[config.mk]
export PLATFORM = sky130hd
export DESIGN_NAME = hsv_color_match_stream
export DESIGN_NICKNAME = d
export VERILOG_FILES = /design/src/rtl/hsv_color_match_stream.sv
export SDC_FILE = /design/constraint.sdc
export NUM_CORES = 1
export LEC_CHECK = 0
export BUFFER_PORTS_ARGS = -buffer_cell sky130_fd_sc_hd__buf_2
export CELL_PAD_IN_SITES_DETAIL_PLACEMENT = 0
export CELL_PAD_IN_SITES_GLOBAL_PLACEMENT = 2
export CORE_UTILIZATION = 38
export DETAILED_ROUTE_END_ITERATION = 8
export GPL_TIMING_DRIVEN = 0
export PLACE_DENSITY_LB_ADDON = 0.1
export SYNTH_ARGS = -nofsm -noshare
export SYNTH_HDL_FRONTEND = slang
export SYNTH_SLANG_ARGS = --single-unit
export TNS_END_PERCENT = 5
[constraint.sdc]
create_clock -name aclk -period 6.9 [get_ports aclk]
set_input_delay 1.38 -clock aclk [delete_from_list [all_inputs] [get_ports aclk]]
set_output_delay 1.38 -clock aclk [all_outputs]
set_load 0.02 [all_outputs]
[src/rtl/hsv_color_match_stream.sv]
// Streaming HSV matcher: pixel vs NUM_COLORS references, 3-stage pipeline (distance, weighted compare, mask).
// Optional per-frame match counter is built when HSV_MATCH_COUNT_EN is defined.
module hsv_color_match_stream #(
   parameter int unsigned DATA_W     = 8,
   parameter int unsigned NUM_COLORS = 2,
   parameter int unsigned H_SHIFT    = 1,
   parameter int unsigned S_SHIFT    = 2,
   parameter int unsigned V_SHIFT    = 2,
   parameter int unsigned HUE_WRAP   = 1,
   parameter int unsigned COUNT_W    = 24
) (
   input  logic                           aclk,
   input  logic                           aresetn,
   input  logic [3*DATA_W-1:0]            s_axis_tdata,
   input  logic                           s_axis_tvalid,
   output logic                           s_axis_tready,
   input  logic                           s_axis_tuser,
   input  logic                           s_axis_tlast,
   input  logic [NUM_COLORS*3*DATA_W-1:0] cfg_hsv,
   input  logic [NUM_COLORS-1:0]          cfg_enable,
   input  logic [DATA_W-1:0]              cfg_h_thr,
   input  logic [DATA_W-1:0]              cfg_s_thr,
   input  logic [DATA_W-1:0]              cfg_v_thr,
   input  logic [DATA_W+1:0]              cfg_sum_thr,
   output logic [NUM_COLORS-1:0]          m_axis_tdata,
   output logic                           m_axis_tvalid,
   input  logic                           m_axis_tready,
   output logic                           m_axis_tuser,
   output logic                           m_axis_tlast,
   output logic                           match_any
`ifdef HSV_MATCH_COUNT_EN
   ,
   output logic [COUNT_W-1:0]             match_count,
   output logic                           match_count_valid
`endif
);

   localparam int unsigned PW = 3*DATA_W;
   localparam int unsigned SW = DATA_W+2;

   function automatic logic [DATA_W-1:0] abs_diff(input logic [DATA_W-1:0] a, input logic [DATA_W-1:0] b);
      return (a >= b) ? a - b : b - a;
   endfunction

   // Tie at 2^(DATA_W-1) keeps the direct distance, so the result never exceeds half the circle.
   function automatic logic [DATA_W-1:0] hue_dist(input logic [DATA_W-1:0] a, input logic [DATA_W-1:0] b);
      logic [DATA_W:0] d;
      logic [DATA_W:0] alt;
      d   = {1'b0, abs_diff(a, b)};
      alt = {1'b1, {DATA_W{1'b0}}} - d;
      if ((HUE_WRAP != 0) && (alt < d)) return DATA_W'(alt);
      return DATA_W'(d);
   endfunction

   logic                          adv, s_acc, sof_acc;
   logic [NUM_COLORS*PW-1:0]      ref_hsv;
   logic [NUM_COLORS*PW-1:0]      act_hsv_q, act_hsv_d;
   logic [NUM_COLORS-1:0]         act_en_q, act_en_d;
   logic [DATA_W-1:0]             act_h_thr_q, act_h_thr_d, act_s_thr_q, act_s_thr_d;
   logic [DATA_W-1:0]             act_v_thr_q, act_v_thr_d;
   logic [SW-1:0]                 act_sum_thr_q, act_sum_thr_d;

   logic                          v1_q, v1_d, u1_q, u1_d, l1_q, l1_d;
   logic [NUM_COLORS-1:0][DATA_W-1:0] dh1_q, dh1_d, ds1_q, ds1_d, dv1_q, dv1_d;

   logic                          v2_q, v2_d, u2_q, u2_d, l2_q, l2_d;
   logic [NUM_COLORS-1:0]         hok2_q, hok2_d, sok2_q, sok2_d, vok2_q, vok2_d;
   logic [NUM_COLORS-1:0]         sumok2_q, sumok2_d, en2_q, en2_d;

   logic                          v3_q, v3_d, u3_q, u3_d, l3_q, l3_d;
   logic [NUM_COLORS-1:0]         mask3_q, mask3_d;

   logic [DATA_W-1:0]             hw, sw, vw;
   logic [SW-1:0]                 sum;

   always_comb begin
      adv     = !v3_q || m_axis_tready;
      s_acc   = s_axis_tvalid && adv;
      sof_acc = s_acc && s_axis_tuser;

      act_hsv_d     = act_hsv_q;
      act_en_d      = act_en_q;
      act_h_thr_d   = act_h_thr_q;
      act_s_thr_d   = act_s_thr_q;
      act_v_thr_d   = act_v_thr_q;
      act_sum_thr_d = act_sum_thr_q;
      if (sof_acc) begin
         act_hsv_d     = cfg_hsv;
         act_en_d      = cfg_enable;
         act_h_thr_d   = cfg_h_thr;
         act_s_thr_d   = cfg_s_thr;
         act_v_thr_d   = cfg_v_thr;
         act_sum_thr_d = cfg_sum_thr;
      end
      // The SOF beat sees the incoming references; later stages read the shadow registers after they load.
      ref_hsv = sof_acc ? cfg_hsv : act_hsv_q;

      v1_d = v1_q;  u1_d = u1_q;  l1_d = l1_q;
      dh1_d = dh1_q;  ds1_d = ds1_q;  dv1_d = dv1_q;
      v2_d = v2_q;  u2_d = u2_q;  l2_d = l2_q;
      hok2_d = hok2_q;  sok2_d = sok2_q;  vok2_d = vok2_q;  sumok2_d = sumok2_q;  en2_d = en2_q;
      v3_d = v3_q;  u3_d = u3_q;  l3_d = l3_q;  mask3_d = mask3_q;
      hw = '0;  sw = '0;  vw = '0;  sum = '0;

      if (adv) begin
         v1_d = s_axis_tvalid;
         u1_d = s_axis_tuser;
         l1_d = s_axis_tlast;
         v2_d = v1_q;
         u2_d = u1_q;
         l2_d = l1_q;
         v3_d = v2_q;
         u3_d = u2_q;
         l3_d = l2_q;
         for (int unsigned k = 0; k < NUM_COLORS; k++) begin
            dh1_d[k] = hue_dist(s_axis_tdata[2*DATA_W +: DATA_W], ref_hsv[k*PW + 2*DATA_W +: DATA_W]);
            ds1_d[k] = abs_diff(s_axis_tdata[DATA_W +: DATA_W], ref_hsv[k*PW + DATA_W +: DATA_W]);
            dv1_d[k] = abs_diff(s_axis_tdata[0 +: DATA_W], ref_hsv[k*PW +: DATA_W]);

            hw  = dh1_q[k] >> H_SHIFT;
            sw  = ds1_q[k] >> S_SHIFT;
            vw  = dv1_q[k] >> V_SHIFT;
            sum = SW'(hw) + SW'(sw) + SW'(vw);
            hok2_d[k]   = hw <= act_h_thr_q;
            sok2_d[k]   = sw <= act_s_thr_q;
            vok2_d[k]   = vw <= act_v_thr_q;
            sumok2_d[k] = sum <= act_sum_thr_q;
            en2_d[k]    = act_en_q[k];

            mask3_d[k] = v2_q && en2_q[k] && hok2_q[k] && sok2_q[k] && vok2_q[k] && sumok2_q[k];
         end
      end
   end

   always_ff @(posedge aclk or negedge aresetn) begin
      if (!aresetn) begin
         act_hsv_q <= '0;  act_en_q <= '0;
         act_h_thr_q <= '0;  act_s_thr_q <= '0;  act_v_thr_q <= '0;  act_sum_thr_q <= '0;
         v1_q <= 1'b0;  u1_q <= 1'b0;  l1_q <= 1'b0;
         dh1_q <= '0;  ds1_q <= '0;  dv1_q <= '0;
         v2_q <= 1'b0;  u2_q <= 1'b0;  l2_q <= 1'b0;
         hok2_q <= '0;  sok2_q <= '0;  vok2_q <= '0;  sumok2_q <= '0;  en2_q <= '0;
         v3_q <= 1'b0;  u3_q <= 1'b0;  l3_q <= 1'b0;  mask3_q <= '0;
      end else begin
         act_hsv_q <= act_hsv_d;  act_en_q <= act_en_d;
         act_h_thr_q <= act_h_thr_d;  act_s_thr_q <= act_s_thr_d;
         act_v_thr_q <= act_v_thr_d;  act_sum_thr_q <= act_sum_thr_d;
         v1_q <= v1_d;  u1_q <= u1_d;  l1_q <= l1_d;
         dh1_q <= dh1_d;  ds1_q <= ds1_d;  dv1_q <= dv1_d;
         v2_q <= v2_d;  u2_q <= u2_d;  l2_q <= l2_d;
         hok2_q <= hok2_d;  sok2_q <= sok2_d;  vok2_q <= vok2_d;  sumok2_q <= sumok2_d;  en2_q <= en2_d;
         v3_q <= v3_d;  u3_q <= u3_d;  l3_q <= l3_d;  mask3_q <= mask3_d;
      end
   end

   assign s_axis_tready = adv;
   assign m_axis_tvalid = v3_q;
   assign m_axis_tdata  = mask3_q;
   assign m_axis_tuser  = u3_q;
   assign m_axis_tlast  = l3_q;
   assign match_any     = v3_q && (|mask3_q);

`ifdef HSV_MATCH_COUNT_EN
   logic               xfer;
   logic [COUNT_W-1:0] cnt_q, cnt_d, match_count_q, match_count_d;
   logic               match_count_valid_q, match_count_valid_d;

   always_comb begin
      xfer                = v3_q && m_axis_tready;
      cnt_d               = cnt_q;
      match_count_d       = match_count_q;
      match_count_valid_d = 1'b0;
      if (xfer && u3_q) begin
         match_count_d       = cnt_q;
         match_count_valid_d = 1'b1;
         cnt_d               = COUNT_W'(match_any);
      end else if (xfer && match_any && (cnt_q != '1)) begin
         cnt_d = cnt_q + COUNT_W'(1);
      end
   end

   always_ff @(posedge aclk or negedge aresetn) begin
      if (!aresetn) begin
         cnt_q               <= '0;
         match_count_q       <= '0;
         match_count_valid_q <= 1'b0;
      end else begin
         cnt_q               <= cnt_d;
         match_count_q       <= match_count_d;
         match_count_valid_q <= match_count_valid_d;
      end
   end

   assign match_count       = match_count_q;
   assign match_count_valid = match_count_valid_q;
`else
   logic unused_count_w;
   assign unused_count_w = (COUNT_W != 0);
`endif

endmodule
==> summary.txt, run 1 <==
Outcome
  – Status: finished clean

Place
  – DP Area: 12,400 um^2
  – IO buf count: 120
  – RD Place Congestion: 0.857
  – Placed cells: 1,709
  – DPL Wire Length: 25.1 mm
  – Dpl ws: -0.909 ns

Worst setup path
  – Worst Path Required: 7.20 ns
  – Bufs and invs on worst path: 3
  – Cell family with most CP delay: simple AND/OR/NAND/NOR gates
  – CP max stage delay: 0.53 ns
  – Top cell by count, worst path: ha_1
  – Crit end category: flip-flop
  – Critical-path top delay cell: a2111oi_1
  – Critical path launch point type: input port
  – Crit Path Max Fanout: 14
  – Critical-path cell list: buf_2 -> and2b_4 -> nor2_4 -> clkbuf_2 -> mux2_2 -> ha_1 -> clkbuf_1 -> and3_1 -> o211ai_1 -> a21o_1 -> nand2_1 -> nor2_1 -> a21oi_1 -> nand3_1 -> or3_1 -> nand3b_1 -> ha_1 -> a2111oi_1 -> o31ai_1 -> xnor2_1 -> o21ai_0
  – Crit path arrival time: 6.68 ns
  – WS Path Type: in2reg

Drt
  – Initial DRC count: 387
  – Antenna Nets Post-Route: 0
  – DR WL/cell: 17.9 um
  – WL final: 31.1 mm
  – Routed via count: 8,825
  – TritonRoute pass-1 iters: 5
  – Via density: 5.07
  – # DRC: 0

Finish
  – Antenna Cells: 0
  – Filler instances: 2,909
  – Final Util: 45.0%
  – Commonest non-fill, non-tap cells in the layout: 166 x ha_1, 143 x dfrtp_1, 129 x inv_1, 122 x buf_2, 114 x nand2_1
  – Commonest non-fill, non-tap cell in the layout: ha_1
  – Syn-to-layout area delta: 15.9%
  – Nets@finish: 1,639
  – Final Non-Filler Cells: 1,740
  – Layout cells sized above 1: 16.2%
  – Design Area, Final: 13,000 um^2

Clock tree
  – Clock tree sinks: 143
  – CTS Buffer Depth: 2
  – Worst-path clk slew: 0.07 ns
  – CTS tree: built
  – Clock Tree Root: clkbuf_16
  – # Post-CTS Setup Buffers: 0
  – CTS Buf Count: 17
  – H-tree depth: 4
  – Clk_lat worst skew: 0.43 ns
  – Hold_buf cts: 0

Synth
  – Ys flop type: dfrtp_1
  – Ys async rst share: 100%
  – Synth Net Count: 1,500
  – Register area share after synthesis: 31.8%
  – Post-synthesis area per instance: 9.34 um^2
  – Number of library cell types mapped by synthesis: 73
  – #FFs+latches synth: 143
  – Post-synth EDFFs: 0
  – Mapped Cells: 1,204
  – Synth Warn #: 0
  – Post-Syn Area: 11,200 um^2

Power
  – Peak VDD IR: 0.286 mV
  – PwrDens: 505 nW/um^2
  – Flop pwr share: 21.7%
  – Leakage: 6.24 nW
  – Net switching power: 2.95 mW
  – Sw Ratio: 44.8%
  – Final Power: 6.58 mW
  – Combinational group share of total power: 62.2%
  – Pint: 3.63 mW
  – Clock Power Share: 16.1%

Floorplanning
  – I/O pin count: 121
  – Initial Util: 38.9%
  – Site Rows: 62
  – Core ar.: 28,900 um^2
  – Die height: 174 um
  – Die Wd: 174 um
  – Die area: 30,300 um^2

Global routing
  – GRT Overall Usage: 21.1%
  – First-pass GRT wire length: 49.1 mm
  – Vias in the first global route: 8,730
  – Congestion Overflow GR: 0
  – Largest net degree at the start of global routing: 112
  – Initial antenna violation count: 0

STA
  – Clock Skews: 0.0110 ns
  – RSZ-0062 raised after global routing: no
  – Final Max Slew Viols: 0
  – Fin crit period: 6.38 ns
  – FMAX: 157 MHz
  – Final Hold Viols: 0
  – Setup violations, final: 0
  – Worst Tran Pin Value: 1.37 ns
  – Setup ws final: 0.516 ns
  – Final worst-path cycle share: 92.5%
  – Worst slew margin: 8.62%

Flow run
  – Maxcap violations: 0

Hold path
  – HP Class: reg2reg
area by class of cell:
class	count	area, um^2	share of cell area, %
multi-input combinational	901	7070	54.3
sequential	143	3580	27.5
timing repair buffer	121	638	4.90
inverter	131	492	3.77
tap	384	480	3.69
clock buffer	17	425	3.27
clock inverter	15	231	1.78
buffer	28	114	0.874
through the flow:
| stage | setup TNS [ns] | hold slack (ns) |
|---|---|---|
| 6_report | 0 | 0.470 |
| 5_1_grt | 0 | 0.486 |
| 4_1_cts | 0 | 0.471 |
| 3_5_place_dp | -9.24 | 0.456 |
| 3_3_place_gp | -9.46 | 0.449 |
| 2_1_floorplan | 0 | 0.439 |
cell usage after synthesis (3+ instances only):
cell      instances  area [um^2]
ha_1            166         2080
dfrtp_1         143         3580
inv_1           129          484
nand2_1         114          428
o21ai_0          85          425
a21oi_1          73          365
mux2i_1          54          541
nor2_1           43          161
nand2b_1         35          219
mux2_2           34          383
nor2b_1          27          169
clkbuf_1         25         93.8
xnor2_1          25          219
nand3_1          20          100
o21a_1           20          150
nor3_1           17         85.1
a21o_1           16          120
fa_1             16          320
xor2_1           15          131
nand4_1          13         81.3
a211oi_1          9         67.6
a31oi_1           9         56.3
o31ai_1           9         67.6
or3_1             7         43.8
o21ai_1           6         30.0
or2_2             5         31.3
and2_1            4         25.0
and3_1            4         25.0
o211ai_1          4         30.0
o32a_1            4         40.0
o41ai_1           4         35.0
a211o_1           3         26.3
a221oi_1          3         26.3
a31o_2            3         26.3
buf_2             3         15.0
mux2_1            3         33.8
o21bai_1          3         22.5
o31a_1            3         26.3
power groups by stage:
stage          Clock [mW]  Combinational, mW  Sequential [mW]
6_report             1.06               4.09             1.43
5_1_grt              1.11               4.67             1.46
4_1_cts              1.09               4.11             1.44
3_5_place_dp            0               4.08             1.45
3_3_place_gp            0               4.05             1.45
2_1_floorplan           0               3.15             1.32
worst paths after layout:
kind | start | slack, ns | cells past startpoint | endpoint
max reg2reg | m_axis_tvalid$_DFFE_PN0N_ | 0.99 | 20 | dh1_q[2]$_DFFE_PN0N_
min | l2_q$_DFFE_PN0N_ | 0.47 | 2 | l2_q$_DFFE_PN0N_
min in group asynchronous | aresetn | 0.81 | 1 | act_h_thr_q[2]$_DFFE_PN0N_
min reg2reg | l2_q$_DFFE_PN0N_ | 0.47 | 2 | l2_q$_DFFE_PN0N_
max in group asynchronous | aresetn | 5.21 | 2 | act_hsv_q[15]$_DFF_PN0_
max | m_axis_tready | 0.52 | 21 | dh1_q[2]$_DFFE_PN0N_
routing by layer:
layer | GRT usage, % | vias to the layer above | routed length (um)
li1 | - | 4476 | -
met1 | 30.8 | 4187 | 16100
met2 | 33.2 | 151 | 13800
met3 | 3.22 | 11 | 909
met4 | 3.87 | 0 | 222
met5 | 0 | - | 0
sequential cells by signal, indices dropped and copies added, names as in the netlist, 2 cells and up:
| name | count |
|---|---|
| act_hsv_q | 48 |
| dh1_q | 14 |
| ds1_q | 12 |
| dv1_q | 12 |
| act_sum_thr_q | 10 |
| act_h_thr_q | 8 |
| act_s_thr_q | 8 |
| act_v_thr_q | 8 |
| act_en_q | 2 |
| en2_q | 2 |
| hok2_q | 2 |
| m_axis_tdata | 2 |
| sok2_q | 2 |
| sumok2_q | 2 |
| vok2_q | 2 |
repair_timing:
item | 4_1_cts | 5_1_grt
setup endpoints to repair | 11 | 9
resized for setup | 6 | 0
hold endpoints to repair | 0 | 0
worst register-to-register path, cell delays in order, from the launching register on:
cell,delay [ns]
dfrtp_1,0.49
and2b_4,0.32
nor2_4,0.26
clkbuf_2,0.36
mux2_2,0.41
ha_1,0.27
clkbuf_1,0.29
and3_1,0.24
o211ai_1,0.15
a21o_1,0.25
nand2_1,0.23
nor2_1,0.07
a21oi_1,0.30
nand3_1,0.15
or3_1,0.42
nand3b_1,0.17
ha_1,0.35
a2111oi_1,0.53
o31ai_1,0.19
xnor2_1,0.23
o21ai_0,0.10
kinds of logic (layout without fill, tap and decap cells):
kind of cell,count (synthesis),count (layout),synth area share [%]
AOI/OAI and AO/OA,284,284,16.3
xor gates and xnor gates,40,40,3.12
adders and majority gates,182,182,21.3
buffers and inverters,160,312,5.37
DFF,143,143,31.8
muxes,91,91,8.51
and+or+nand+nor,304,304,13.6
Note: power is estimated with default switching activity, not from simulation.
==> run 2: changes to the inputs <==
--- a/config.mk
+++ b/config.mk
@@ -8,9 +8,9 @@
 export BUFFER_PORTS_ARGS = -buffer_cell sky130_fd_sc_hd__buf_2
 export CELL_PAD_IN_SITES_DETAIL_PLACEMENT = 0
 export CELL_PAD_IN_SITES_GLOBAL_PLACEMENT = 2
-export CORE_UTILIZATION = 38
+export CORE_UTILIZATION = 39
+export CTS_BUF_LIST = sky130_fd_sc_hd__clkbuf_4
 export DETAILED_ROUTE_END_ITERATION = 8
-export GPL_TIMING_DRIVEN = 0
 export PLACE_DENSITY_LB_ADDON = 0.1
 export SYNTH_ARGS = -nofsm -noshare
 export SYNTH_HDL_FRONTEND = slang
==> run 2 against run 1 <==
Effect of this change:
- worst setup slack better by 0.57 ns
- flip-flop and latch count unchanged
- largest cell class unchanged
- largest power group unchanged
- clock power down 45%
- global-route usage down 0.59 points
- via count down 0.31%
- combinational power about the same
- cell count down 1.0%
- maximum frequency up 9.8%
- final area down 3.0%
- highest routed layer unchanged
- non-clock buffer count down 13
- wire length down 7.4%
==> summary.txt, run 2 (same netlist as run 1, synthesis figures left out) <==
Hold path
  – WHS Path Cells: 2
  – Hold EP: u1_q$_DFFE_PN0N_
  – HP Class: reg2reg
  – Hold path startpoint: u1_q$_DFFE_PN0N_

Global routing
  – Vias in the first global route: 8,732
  – Initial antenna violation count: 1
  – GRT Overall Usage: 20.5%
  – Congestion Overflow GR: 0
  – Largest net degree at the start of global routing: 90
  – First-pass GRT wire length: 47.0 mm

Worst setup path
  – Crit path arrival time: 6.30 ns
  – R2r setup slk: 1.43 ns
  – Crit end category: flip-flop
  – Critical R2R Capture: dh1_q[11]$_DFFE_PN0N_
  – WS Path Type: in2reg
  – Register-to-Register Path Depth: 20
  – Worst Path Required: 7.38 ns
  – Crit Path Max Fanout: 8
  – Critical path launch point type: input port
  – Reg-to-Reg Start: m_axis_tvalid$_DFFE_PN0N_

Finish
  – Filler instances: 2,836
  – Nets@finish: 1,626
  – Design Area, Final: 12,600 um^2
  – Largest registers: act_hsv_q (48), dh1_q (14)
  – Top reg by flops: act_hsv_q
  – Final Util: 45.0%
  – Layout cells sized above 1: 16.9%
  – Max reg flops: 48
  – Commonest non-fill, non-tap cells in the layout: 166 x ha_1, 143 x dfrtp_1, 129 x inv_1, 119 x buf_2, 114 x nand2_1
  – Syn-to-layout area delta: 12.3%
  – Commonest non-fill, non-tap cell in the layout: ha_1

Clock tree
  – CTS Buffer Depth: 2
  – H-tree depth: 4
  – Hold_buf cts: 0
  – CTS Buf Count: 17
  – Clock tree sinks: 143
  – Worst-path clk slew: 0.13 ns
  – Clock Tree Root: clkbuf_4
  – CTS tree: built
  – Gates resized, CTS repair: 0
  – # Post-CTS Setup Buffers: 0
  – Clk_lat worst skew: 0.56 ns

Power
  – PwrDens: 484 nW/um^2
  – Pint: 3.24 mW
  – Sw Ratio: 46.9%
  – Combinational group share of total power: 67.3%
  – Peak VDD IR: 0.225 mV
  – Flop pwr share: 23.2%
  – Leakage: 6.10 nW
  – Clock Power Share: 9.5%
  – Net switching power: 2.86 mW

STA
  – Worst slew margin: 41.1%
  – Final worst-path cycle share: 84.3%
  – Setup violations, final: 0
  – Fin Hold WS: 0.484 ns
  – Final Max Slew Viols: 0
  – RSZ-0062 raised after global routing: no
  – Final Hold Viols: 0
  – Clock Skews: 0.0228 ns
  – FMAX: 172 MHz
  – Fin crit period: 5.82 ns
  – Worst Tran Pin Value: 0.883 ns
  – Setup TNS: 0 ns

Place
  – DPL Wire Length: 23.0 mm
  – RD Place Congestion: 0.855
  – DP Area: 12,300 um^2
  – IO buf count: 120

Drt
  – Via density: 5.11
  – # DRC: 0
  – DR WL/cell: 16.7 um
  – Initial DRC count: 465
  – Routed via count: 8,798
  – Antenna Nets Post-Route: 0
  – TritonRoute pass-1 iters: 5
  – WL final: 28.8 mm

Floorplanning
  – Die Wd: 172 um
  – Die area: 29,500 um^2
  – Initial Util: 40.0%
  – I/O pin count: 121
  – Core ar.: 28,100 um^2
  – Site Rows: 61
  – Die height: 172 um

Outcome
  – Status: finished clean

Flow run
  – Maxcap violations: 0
-- run 2: final cells by class --
type	count	area (um^2)	area share, %
multi-input cells	901	7070	56.0
inverters	131	492	3.89
repair buffers	136	727	5.76
diodes	1	2.50	0.0198
flip-flops and latches	143	3580	28.3
clock buffers	18	135	1.07
well taps	378	473	3.74
clock inverters	14	155	1.23
-- run 2: power by group through the flow --
stage	logic (mW)	clock network, mW	registers, mW
2_1_floorplan	3.15	0	1.32
3_3_place_gp	4.09	0	1.45
3_5_place_dp	4.10	0	1.45
4_1_cts	4.14	0.608	1.43
5_1_grt	4.71	0.641	1.46
6_report	4.11	0.580	1.42
-- run 2: metrics by stage --
stage | std cells | setup slack (ns) | total power, mW
2_1_floorplan | 1204 | 0.615 | 4.47
5_1_grt | 1722 | 0.745 | 6.81
3_3_place_gp | 1689 | 0.624 | 5.53
3_5_place_dp | 1689 | 0.540 | 5.55
6_report | 1722 | 1.08 | 6.11
4_1_cts | 1721 | 1.14 | 6.18
-- run 2: worst max path at each step --
stage,from,to,cells after the start
finish,m_axis_tready,dh1_q[11]$_DFFE_PN0N_,21
global route,m_axis_tready,dh1_q[2]$_DFFE_PN0N_,20
CTS,m_axis_tready,dh1_q[9]$_DFFE_PN0N_,21
detailed placement,m_axis_tready,dh1_q[9]$_DFFE_PN0N_,21
global placement,m_axis_tready,dh1_q[2]$_DFFE_PN0N_,19
floorplan,m_axis_tready,dh1_q[11]$_DFFE_PN0N_,20
-- run 2: layer usage --
metal,vias up,share of wire [%],global-route usage (%)
met5,-,0,0
met4,0,0.68,3.73
met3,12,3.0,2.83
met2,154,46,33.1
met1,4169,51,29.4
li1,4463,-,-
-- run 2: worst max-delay path, stage by stage --
cell       delay (ns)
buf_2            0.07
and2b_4          0.20
nor2_4           0.28
buf_4            0.23
mux2_2           0.37
ha_1             0.43
nor3_1           0.14
nor4_4           0.37
o31ai_4          0.20
nand2_1          0.18
nor2_1           0.06
a21oi_1          0.30
nand3_1          0.17
nor3_1           0.28
nand3_1          0.11
ha_1             0.36
xor2_1           0.25
o2bb2ai_1        0.11
a221o_1          0.35
mux2_1           0.33
o21ai_1          0.11
